## src/rtl/spi_led_matrix_receiver.sv

```systemverilog
// SPI mode-0 slave for the LED-matrix link: oversamples SCLK/MOSI/N_CS, assembles
// MSB-first bytes, handles the frame-index-reset command and fills a 64-pixel RGB332 buffer.
module spi_led_matrix_receiver (
  input  logic       clock,
  input  logic       reset_async,
  input  logic       sclk,
  input  logic       mosi,
  input  logic       n_cs,
  input  logic [5:0] rd_addr,
  output logic [7:0] rd_pixel,
  output logic       rx_valid,
  output logic [7:0] rx_byte,
  output logic       pixel_we,
  output logic [5:0] pixel_addr,
  output logic       frame_done,
  output logic [7:0] frame_count,
  output logic       partial_err
);

  localparam logic [7:0] CMD_RESET_FRAME_INDEX = 8'h26;
  localparam int         NUM_PIXELS            = 64;
  localparam logic [5:0] LAST_ADDR             = 6'(NUM_PIXELS - 1);

  typedef enum logic [1:0] {IDLE, FIRST, DATA} state_t;

  logic [1:0] rst_chain;
  logic       rst;

  // Assert immediately, release two clock edges after reset_async drops.
  always_ff @(posedge clock or posedge reset_async) begin
    if (reset_async) rst_chain <= 2'b11;
    else             rst_chain <= {rst_chain[0], 1'b0};
  end
  assign rst = rst_chain[1];

  // [0],[1] synchroniser, [2] history; mosi is only sampled, so it needs no history flop.
  logic [2:0] sclk_s, cs_s;
  logic [1:0] mosi_s;

  always_ff @(posedge clock or posedge rst) begin
    if (rst) begin
      sclk_s <= 3'b000;
      cs_s   <= 3'b111;
      mosi_s <= 2'b00;
    end else begin
      sclk_s <= {sclk_s[1:0], sclk};
      cs_s   <= {cs_s[1:0], n_cs};
      mosi_s <= {mosi_s[0], mosi};
    end
  end

  logic sclk_rise, cs_fall, cs_rise;
  assign sclk_rise = sclk_s[1] & ~sclk_s[2];
  assign cs_fall   = ~cs_s[1] & cs_s[2];
  assign cs_rise   = cs_s[1] & ~cs_s[2];

  state_t     state, state_next;
  logic [2:0] bit_cnt, bits_pending;
  logic [7:0] shift, byte_val;
  logic       active, byte_done, is_cmd, do_write, do_partial;

  assign active       = (state != IDLE);
  assign byte_val     = {shift[6:0], mosi_s[1]};
  assign byte_done    = active && sclk_rise && (bit_cnt == 3'd7);
  assign bits_pending = sclk_rise ? bit_cnt + 3'd1 : bit_cnt;

  always_ff @(posedge clock or posedge rst) begin
    if (rst) state <= IDLE;
    else     state <= state_next;
  end

  always_comb begin
    state_next = state;
    case (state)
      IDLE:    if (cs_fall) state_next = FIRST;
      FIRST:   if (cs_rise) state_next = IDLE;
               else if (byte_done) state_next = DATA;
      DATA:    if (cs_rise) state_next = IDLE;
      default: state_next = IDLE;
    endcase
  end

  // A byte completing on the same cycle as the N_CS rise is still dispatched.
  always_comb begin
    is_cmd     = 1'b0;
    do_write   = 1'b0;
    do_partial = 1'b0;
    if (byte_done) begin
      if (state == FIRST && byte_val == CMD_RESET_FRAME_INDEX) is_cmd = 1'b1;
      else do_write = 1'b1;
    end
    if (active && cs_rise && bits_pending != 3'd0) do_partial = 1'b1;
  end

  always_ff @(posedge clock or posedge rst) begin
    if (rst) begin
      bit_cnt <= 3'd0;
      shift   <= 8'h00;
    end else if (!active || cs_rise) begin
      bit_cnt <= 3'd0;
      shift   <= 8'h00;
    end else if (sclk_rise) begin
      bit_cnt <= bit_cnt + 3'd1;
      shift   <= byte_val;
    end
  end

  logic [7:0] buffer [NUM_PIXELS];
  logic [5:0] index;

  always_ff @(posedge clock or posedge rst) begin
    if (rst) begin
      rx_valid    <= 1'b0;
      rx_byte     <= 8'h00;
      pixel_we    <= 1'b0;
      pixel_addr  <= 6'd0;
      frame_done  <= 1'b0;
      frame_count <= 8'h00;
      partial_err <= 1'b0;
      index       <= 6'd0;
      rd_pixel    <= 8'h00;
      for (int i = 0; i < NUM_PIXELS; i++) buffer[i] <= 8'h00;
    end else begin
      rx_valid    <= byte_done;
      pixel_we    <= do_write;
      frame_done  <= do_write && (index == LAST_ADDR);
      partial_err <= do_partial;
      rd_pixel    <= buffer[rd_addr];
      if (byte_done) rx_byte <= byte_val;
      if (is_cmd) index <= 6'd0;
      if (do_write) begin
        buffer[index] <= byte_val;
        pixel_addr    <= index;
        index         <= index + 6'd1;
        if (index == LAST_ADDR) frame_count <= frame_count + 8'd1;
      end
    end
  end

endmodule

```

## config.mk

```make
export PLATFORM = sky130hd
export DESIGN_NAME = spi_led_matrix_receiver
export DESIGN_NICKNAME = d
export VERILOG_FILES = /design/src/rtl/spi_led_matrix_receiver.sv
export SDC_FILE = /design/constraint.sdc
export NUM_CORES = 1
export LEC_CHECK = 0
export BUFFER_PORTS_ARGS = -buffer_cell sky130_fd_sc_hd__buf_2
export CORE_AREA = 2 2 258 260
export CTS_CLUSTER_DIAMETER = 30
export DETAILED_ROUTE_END_ITERATION = 10
export DIE_AREA = 0 0 260 262
export HOLD_SLACK_MARGIN = 0.05
export PLACE_DENSITY = 0.57
export REMOVE_ABC_BUFFERS = 1
export SLEW_MARGIN = 40
export SYNTH_ARGS = -nofsm -noshare
export SYNTH_HDL_FRONTEND = slang
export SYNTH_SLANG_ARGS = --single-unit
```

## constraint.sdc

```tcl
create_clock -name clock -period 23.6 [get_ports clock]
set_clock_uncertainty 0.05 [all_clocks]
set_input_delay 4.72 -clock clock [delete_from_list [all_inputs] [get_ports clock]]
set_output_delay 4.72 -clock clock [all_outputs]
set_load 0.005 [all_outputs]
```

==> flow_summary.toml, run 1 <==
[logic_synthesis]
ys_seq_elements = 574
synth_edf_count = 0
synth_area_leader_cell = "dfrtp_1"
yosys-top-cells-area = "dfrtp_1 55%, mux2_2 22%, mux4_2 11%"
synth_area_per_cell_um2 = 14.9
synth_cell_types = 53
syn_area_mm2 = 0.0260
ys_seq_area_share_pct = 55.4
yosysTopAreaCellShare_pct = 54.9
synthFlopType = "dfrtp_1"
syn_inst = 1737
async_flop_share_pct = 100
yosysWarnings = 0

[power]
pwr_density_cell_mw_per_mm2 = 93.2
ir_worst_vdd_mv = 0.0569
leakagePower_nw = 15.1

[status]
status = "completed"

[run]
cap_violations = 0

[placed_design]
place_congestion = 0.814
place_area_mm2 = 0.0270
place.port_buffers = 44
place_hpwl_um = 39600

[global_routing]
use_met2_pct = 32.7
first_global_vias = 16597
grt_pass1_wl_um = 105000
use_met3_pct = 4.97
antenna_found_initial = 0
grt_max_degree = 107
grtUsageTotal_pct = 20.7
busiest_layer = "met2"
grt_util_met1_pct = 27.6
grt_overflow_total = 0

[clock_network]
cts_buffer_depth = 3
post-cts-setup-buffer-count = 0
cts.sink_count = 574
clk_pin_slew_worst_paths_ps = 50
cts_resized = 0
postCtsHoldBufs = 0
root_buffer = "clkbuf_16"
clock_latency_ps = 700
cts_tree = "done"
htreeDepth = 4
numCtsBuffers = 132

[timing]
tightest_slew_ps = 860
slew_viol_final = 0
hold_slack_ps = 233
max_slew_margin_pct = 42.7
finalWorstPathRequiredPeriod_ps = 7010
hold_violations = 0
final.period_utilization_pct = 29.7
setup_violations = 0
rsz0062_at_grt = "false"
fin_setup_tns_ps = 0
fmax_mhz = 143

[floorplan]
num_rows = 94
die_area_mm2 = 0.0681
core_mm2 = 0.0653
die_y_um = 262
pin_count = 45
start_util_pct = 39.8
die_w_um = 260

[worst_setup_path]
worst_setup_path_end_kind = "flop"
cp.buffers_inverters = 2
cpPeakStageDelay_ps = 720
crit_fanout = 46
critPathTopFamily = "buffers and inverters"
crit_slowest_cell = "buf_4"
critPathArrivalTime_ps = 7510
cp.required_ps = 24100
worstPathCellList = "buf_6 > buf_4 > mux4_2 > a211oi_1 > a221o_1 > o41ai_1"
path_class = "input pin to flop"
startpoint_type = "input pin"

[layout]
multi_input_area_mm2 = 0.0110
nets = 1821
final_layout_size_suffix_gt1_share_pct = 51.5
seq_area_mm2 = 0.0144
final_area_mm2 = 0.0317
syn2layout_area_growth_pct = 22.0
antenna_cells = 0
fillers = 5569

[detailed_routing]
avgRoutedWirePerCell_um = 24.2
drtIter0Drc = 859
dr.pass1.iters = 5
post_drt_via_cell_ratio = 5.52
drc_errors = 0
drtAntennaViolNets = 0
finalWirelength_um = 67100
vias = 15299

[min_path]
hold_path_class = "flop to asynchronous set/reset pin"
cells in the mapped netlist, types with 6 or more instances:
cell	instances
nand2_1	90
nand2_2	12
o221ai_1	6
nand2b_1	7
inv_1	8
nand4_1	6
dfrtp_1	569
mux4_2	122
o22ai_1	8
nand3_1	13
nor2b_1	15
clkbuf_1	83
buf_2	30
a211oi_1	16
mux2_1	20
nor2_1	24
or3_1	6
a21oi_1	24
mux2_2	503
mux2i_1	31
xnor2_1	6
nor2_2	36
buf_1	15
o21ai_0	15
stage by stage:
step                      power, mW  std cells  util [%]  worst slack (ps)
after global placement         1.08       2532      41.2             15680
after CTS                      2.98       2770      48.5             16550
after global routing           3.05       2771      48.5             16440
final                          2.95       2771      48.5             16590
after detailed placement       1.08       2535      41.3             15820
after floorplan                1.04       1604         -              7280
cell families (layout without fill, tap and decap cells):
| logic type | Yosys count | in the layout | synth area share (%) |
|---|---|---|---|
| DFF | 574 | 574 | 55.4 |
| other | 1 | 1 | 0.0144 |
| AOI/OAI and AO/OA | 97 | 97 | 2.55 |
| and+or+nand+nor | 236 | 236 | 4.88 |
| adders and majority gates | 4 | 4 | 0.193 |
| buffers and inverters | 141 | 311 | 2.26 |
| xor gates and xnor gates | 8 | 8 | 0.270 |
| muxes | 676 | 676 | 34.5 |
area by class of cell:
cell class                      instances  area share [%]
Inverter                                8           0.134
Sequential cell                       574            45.4
Timing Repair Buffer                   68            1.57
Tap cell                              864            3.41
Clock buffer                          174            11.7
Clock inverter                         61            3.02
Multi-Input combinational cell       1022            34.8
report_power, final:
group | switching, mW | total (mW) | internal, mW | leakage, nW
registers | 0.00223 | 0.993 | 0.991 | 7.97
logic | 0.0521 | 0.0713 | 0.0192 | 4.86
clock network | 0.586 | 1.89 | 1.30 | 2.26
flip-flops by register name, indices dropped and copies added, names as in the netlist:
| register | count |
|---|---|
| rst_chain | 2 |
| partial_err | 1 |
| bit_cnt | 3 |
| rx_byte | 8 |
| buffer | 512 |
| state | 2 |
| rd_pixel | 8 |
| pixel_addr | 6 |
| sclk_s | 3 |
| mosi_s | 2 |
| frame_done | 1 |
| index | 6 |
| pixel_we | 1 |
| frame_count | 8 |
| rx_valid | 1 |
| shift | 7 |
| cs_s | 3 |
layout by cell type, fill, tap and decap left out, drive strengths merged, types with 2 or more instances in the layout:
| master | netlist | layout |
|---|---|---|
| buf | 50 | 68 |
| and3 | 2 | 2 |
| bufinv | 0 | 18 |
| o221ai | 6 | 6 |
| and2 | 2 | 2 |
| ha | 4 | 4 |
| or2 | 3 | 3 |
| mux2i | 31 | 31 |
| o22a | 5 | 5 |
| a2111oi | 5 | 5 |
| xnor2 | 6 | 6 |
| nor2b | 15 | 15 |
| o41ai | 5 | 5 |
| nor2 | 60 | 60 |
| clkinvlp | 0 | 9 |
| nand4 | 10 | 10 |
| nor3 | 6 | 6 |
| a22o | 2 | 2 |
| nand2b | 7 | 7 |
| dfrtp | 569 | 569 |
| clkinv | 0 | 25 |
| nand3 | 13 | 13 |
| mux2 | 523 | 523 |
| nand2 | 102 | 102 |
| dfstp | 5 | 5 |
| a22oi | 2 | 2 |
| mux4 | 122 | 122 |
| o21ai | 15 | 15 |
| clkbuf | 83 | 174 |
| a221o | 5 | 5 |
| or3 | 6 | 6 |
| nor4 | 2 | 2 |
| o22ai | 8 | 8 |
| a211oi | 16 | 16 |
| a21oi | 24 | 24 |
| inv | 8 | 17 |
| and4 | 4 | 4 |
| xor2 | 2 | 2 |
layer usage:
layer  vias to the layer above  part of all wire [%]
met1                      8203                    44
met5                         -                     0
met3                       119                   5.0
met2                       367                    48
li1                       6610                     -
met4                         0                   2.8
worst paths after layout:
kind	start	end	slack [ps]	depth (start not counted)
max in group asynchronous	reset_async	rst_chain[1]$_DFF_PP1_	19490	2
min in group clock	mosi_s[0]$_DFF_PP0_	mosi_s[1]$_DFF_PP0_	300	0
setup reg to reg	bit_cnt[0]$_DFF_PP0_	buffer[314]$_DFFE_PP0P_	19620	8
hold reg to reg	rst_chain[1]$_DFF_PP1_	buffer[232]$_DFFE_PP0P_	230	1
setup / recovery	rd_addr[1]	rd_pixel[3]$_DFF_PP0_	16590	6
hold / removal	rst_chain[1]$_DFF_PP1_	buffer[232]$_DFFE_PP0P_	230	1
No activity file was read; power rests on OpenSTA's default activity.
==> run 2, diff against run 1 <==
PLACE_DENSITY = 0.59   (was 0.57)
clock period = 5.8 ns   (was 23.6 ns; I/O delays follow)
==> flow_summary.toml, run 2 (synthesized netlist as in run 1, its figures left out) <==
[status]
status = "completed"

[worst_setup_path]
crit_fanout = 23
crit_slowest_cell = "or3_1"
crit_cells = 9
critPathArrivalTime_ps = 4290
critPathTopFamily = "simple AND/OR/NAND/NOR gates"
cpMostUsedCell = "ha_1"
rrSetupSlack_ps = 2020
worst_setup_path_end_kind = "flop"
worstRegToRegCells = 9
cp.required_ps = 6310
startpoint_type = "flop"
path_class = "flop to flop"
worstPathCellList = "ha_1 > ha_1 > nand3b_1 > or2_1 > buf_4 > inv_1 > nand2_1 > or3_1 > mux2_2"
cp.buffers_inverters = 2
cpPeakStageDelay_ps = 750

[layout]
largest_register = "buffer"
syn2layout_area_growth_pct = 22.7
antenna_cells = 0
final_layout_size_suffix_gt1_share_pct = 51.7
nets = 1824
final_cell_mix = "560 x dfrtp_1, 503 x mux2_2, 138 x clkbuf_16"
largest_reg_flops = 512
final_area_mm2 = 0.0318
instances_no_fill = 2777
fin_util_pct = 48.8
layout_commonest_cell = "dfrtp_1"
fillers = 5546
seq_area_mm2 = 0.0144
multi_input_area_mm2 = 0.0110

[placed_design]
dpl_worst_slack_ps = 1980
place_congestion = 0.809
place_hpwl_um = 40500
place.port_buffers = 44
dp_cells = 2537
place_area_mm2 = 0.0270

[floorplan]
core_mm2 = 0.0653
pin_count = 45
start_util_pct = 39.8
die_w_um = 260
num_rows = 94
die_y_um = 262
die_area_mm2 = 0.0681

[clock_network]
numCtsBuffers = 134
root_buffer = "clkbuf_16"
cts_resized = 0
cts.sink_count = 574
cts_buffer_depth = 3
clk_pin_slew_worst_paths_ps = 40
postCtsHoldBufs = 0
clock_latency_ps = 700
post-cts-setup-buffer-count = 0
cts_tree = "done"
htreeDepth = 4

[power]
power.total_mw = 12.2
pwr_density_cell_mw_per_mm2 = 385
leakagePower_nw = 15.2
ir_worst_vdd_mv = 0.422

[timing]
slew_viol_final = 0
hold_violations = 0
max_slew_margin_pct = 45.6
final.period_utilization_pct = 65.1
rsz0062_at_grt = "false"
tightest_slew_ps = 816
setup_slack_ps = 2020
fmax_mhz = 265
fin_setup_tns_ps = 0
finalWorstPathRequiredPeriod_ps = 3780
hold_slack_ps = 217
setup_violations = 0

[detailed_routing]
drc_errors = 0
vias = 15391
post_drt_via_cell_ratio = 5.54
finalWirelength_um = 66900
drtIter0Drc = 758
avgRoutedWirePerCell_um = 24.1
drtAntennaViolNets = 0
dr.pass1.iters = 4

[global_routing]
grt_max_degree = 107
grt_pass1_wl_um = 104000
first_global_vias = 16842
antenna_found_initial = 1
grt_overflow_total = 0
grtUsageTotal_pct = 20.4

[run]
cap_violations = 0

[min_path]
hold_path_class = "flop to asynchronous set/reset pin"
[run 2: cell types whose count changed in the layout (fill, tap and decap cells not counted), moves of 4 or more]
cell and change:
inv_16 -4, clkinv_4 +5, buf_6 -6, clkbuf_16 +6, clkinv_2 +4, clkbuf_8 -5
buf_12 +4, bufinv_16 +5
[run 2: area by class of cell]
| type | instances | share of cell area [%] |
|---|---|---|
| sequential | 574 | 45.2 |
| clock inverter | 68 | 3.29 |
| timing repair buffer | 69 | 1.71 |
| inverter | 8 | 0.118 |
| tap | 864 | 3.39 |
| multi-input combinational | 1022 | 34.5 |
| clock buffer | 172 | 11.8 |
[run 2: path summary, 6_finish.rpt]
path	startpoint	end
worst max-delay path	bit_cnt[0]$_DFF_PP0_	buffer[4]$_DFFE_PP0P_
worst min-delay path	rst_chain[1]$_DFF_PP1_	sclk_s[0]$_DFF_PP0_
worst max register to register	bit_cnt[0]$_DFF_PP0_	buffer[4]$_DFFE_PP0P_
worst min register to register	rst_chain[1]$_DFF_PP1_	sclk_s[0]$_DFF_PP0_
max in group asynchronous	rst_chain[1]$_DFF_PP1_	buffer[347]$_DFFE_PP0P_
min in group clock	sclk_s[0]$_DFF_PP0_	sclk_s[1]$_DFF_PP0_
[run 2: report_power, final]
group          internal (mW)  switching, mW  total (mW)  leakage, nW
Combinational         0.0808          0.208       0.289         4.88
Clock                   5.56           2.36        7.92         2.33
Sequential              4.03         0.0103        4.04         7.97
Total                   9.67           2.58        12.2         15.2
[run 2: per-layer routing]
layer | part of all wire, % | global-route usage [%] | vias to the layer above
met5 | 0 | 0 | -
met1 | 45 | 26.9 | 8313
met4 | 3.4 | 9.66 | 0
met2 | 48 | 32.5 | 353
li1 | - | - | 6585
met3 | 4.3 | 4.32 | 140
==> run 3, diff against run 2 <==
ABC_AREA = 1   (was default)
CORE_AREA = 2 2 264 266   (was 2 2 258 260)
DIE_AREA = 0 0 266 268   (was 0 0 260 262)
PLACE_DENSITY = 0.57   (was 0.59)
clock period = 3.6 ns   (was 5.8 ns; I/O delays follow)
==> flow_summary.toml, run 3 <==
[status]
status = "completed"

[power]
leakagePower_nw = 14.2
power.total_mw = 21.2
ir_worst_vdd_mv = 0.380
pwr_density_cell_mw_per_mm2 = 646

[timing]
setup_violations = 0
final.period_utilization_pct = 74.3
rsz0062_at_grt = "false"
max_slew_margin_pct = 38.8
fmax_mhz = 374
slew_viol_final = 0
tightest_slew_ps = 915
fin_setup_tns_ps = 0
hold_violations = 0
hold_slack_ps = 266
finalWorstPathRequiredPeriod_ps = 2670

[detailed_routing]
avgRoutedWirePerCell_um = 19.5
drc_errors = 0
dr.pass1.iters = 7
post_drt_via_cell_ratio = 5.29
finalWirelength_um = 82500
drtIter0Drc = 1968
vias = 22386
drtAntennaViolNets = 0

[global_routing]
grt_max_degree = 116
first_global_vias = 22007
antenna_found_initial = 0
grtUsageTotal_pct = 23.9
grt_pass1_wl_um = 132000
grt_overflow_total = 0

[layout]
syn2layout_area_growth_pct = 20.5
nets = 3246
largest_reg_flops = 512
largest_register = "buffer"
fillers = 6549
layout_commonest_cell = "nand2_1"
antenna_cells = 0
final_cell_mix = "1,209 x nand2_1, 569 x dfrtp_1, 451 x nand3_1"
final_layout_size_suffix_gt1_share_pct = 13.1

[worst_setup_path]
worst_setup_path_end_kind = "flop"
path_class = "flop to flop"
critPathArrivalTime_ps = 3230
startpoint_type = "flop"
cp.required_ps = 4150
crit_fanout = 48

[logic_synthesis]
synth_area_per_cell_um2 = 8.43
ys_seq_elements = 574
synth_mux_area_share_pct = 0.0735
synthTopCellsByCount = "1,209 x nand2_1, 569 x dfrtp_1, 452 x nand3_1"
synth.most_common_cell = "nand2_1"
synth_top_family_by_area = "simple AND/OR/NAND/NOR gates"
synth_cell_types = 31
ys_seq_area_share_pct = 52.7
synthFlopType = "dfrtp_1"
synth_edf_count = 0
synthXorXnorAreaFrac_pct = 0.354
synth_fa_ha_area_share_pct = 0.184
yosysWarnings = 0
yosysTopAreaCellShare_pct = 52.3
synth_area_leader_cell = "dfrtp_1"
syn_area_mm2 = 0.0272
yosys-top-cells-area = "dfrtp_1 52%, nand2_1 17%, nand3_1 8.3%"
synth-simple-area-share_pct = 30.4
async_flop_share_pct = 100
syn_inst = 3233
synth-compound-area-share_pct = 10.1

[floorplan]
core_mm2 = 0.0682
die_y_um = 268
die_area_mm2 = 0.0713
die_w_um = 266
start_util_pct = 39.9
pin_count = 45
num_rows = 96

[min_path]
hold_path_class = "flop to asynchronous set/reset pin"

[clock_network]
cts_tree = "done"
htreeDepth = 4
cts_buffer_depth = 3
post-cts-setup-buffer-count = 0
numCtsBuffers = 141
cts_resized = 0
root_buffer = "clkbuf_16"
clock_latency_ps = 730
cts.sink_count = 574
clk_pin_slew_worst_paths_ps = 40

[placed_design]
place_congestion = 0.825
place.port_buffers = 44
place_hpwl_um = 47900

[run]
cap_violations = 0
[run 3: cell count changes in the layout (fill, tap and decap cells not counted), sizes merged, moves of 31 or more]
cell   previous run  this run
nand3            13       516
nand2           102      1210
buf              67        98
inv              13        48
mux2            523         0
o21ai            15       540
mux4            122         0
[run 3: critical path: stages (launching register included)]
cell      delay [ps]
dfrtp_1          420
nor2_8           270
nand3_4          270
clkinv_8         440
nand3_1          590
o21ai_0          420
[run 3: metrics by stage]
step / setup WS [ps] / utilization, % / instances / cell area (um2)
after floorplan: -12720 / - / 2985 / 25700
after global placement: 775 / 40.6 / 3966 / 27700
after detailed placement: 778 / 40.7 / 3966 / 27700
after CTS: 945 / 48.1 / 4231 / 32800
after global routing: 678 / 48.1 / 4231 / 32800
final: 927 / 48.1 / 4231 / 32800
[run 3: final cells by class]
cell class | instances | area, um2 | area share (%)
inverters | 36 | 173 | 0.526
clock buffers | 177 | 3940 | 12.0
repair buffers | 103 | 916 | 2.79
flip-flops and latches | 574 | 14400 | 43.8
clock inverters | 84 | 1100 | 3.37
well taps | 882 | 1100 | 3.36
multi-input cells | 2375 | 11200 | 34.2
[run 3: worst paths after layout]
| kind | start | endpoint | depth (start not counted) | slack, ps |
|---|---|---|---|---|
| max in group asynchronous | rst_chain[1]$_DFF_PP1_ | buffer[479]$_DFFE_PP0P_ | 2 | 2350 |
| setup reg to reg | sclk_s[2]$_DFF_PP0_ | buffer[151]$_DFFE_PP0P_ | 5 | 930 |
| hold reg to reg | rst_chain[1]$_DFF_PP1_ | buffer[32]$_DFFE_PP0P_ | 1 | 270 |
| hold / removal | rst_chain[1]$_DFF_PP1_ | buffer[32]$_DFFE_PP0P_ | 1 | 270 |
| min in group clock | sclk_s[0]$_DFF_PP0_ | sclk_s[1]$_DFF_PP0_ | 0 | 300 |
| setup / recovery | sclk_s[2]$_DFF_PP0_ | buffer[151]$_DFFE_PP0P_ | 5 | 930 |
[run 3: logic make-up after synthesis]
kind of cell / count (synthesis)
adders and majority gates: 4
xor gates and xnor gates: 11
other: 1
DFF: 574
AOI/OAI and AO/OA: 551
buffers and inverters: 284
muxes: 2
and+or+nand+nor: 1806
[run 3: repair_timing]
item,CTS,global route
endpoints found under the setup margin,0,0
endpoints found under the hold margin,5,0
hold buffers,4,0
[run 3: per-layer routing]
| metal | global-route usage (%) | wire length, um | up-vias |
|---|---|---|---|
| met1 | 35.2 | 39400 | 10761 |
| met5 | 0 | 0 | - |
| met2 | 34.8 | 35700 | 726 |
| li1 | - | - | 10761 |
| met4 | 8.08 | 1880 | 0 |
| met3 | 5.02 | 5510 | 138 |
[run 3: report_power, final]
part           leakage [nW]  internal [mW]  switching, mW  total [mW]
combinational          3.72          0.237           1.09        1.33
clock                  2.47           9.15           4.18        13.3
sequential             7.98           6.52         0.0402        6.56
total                  14.2           15.9           5.31        21.2
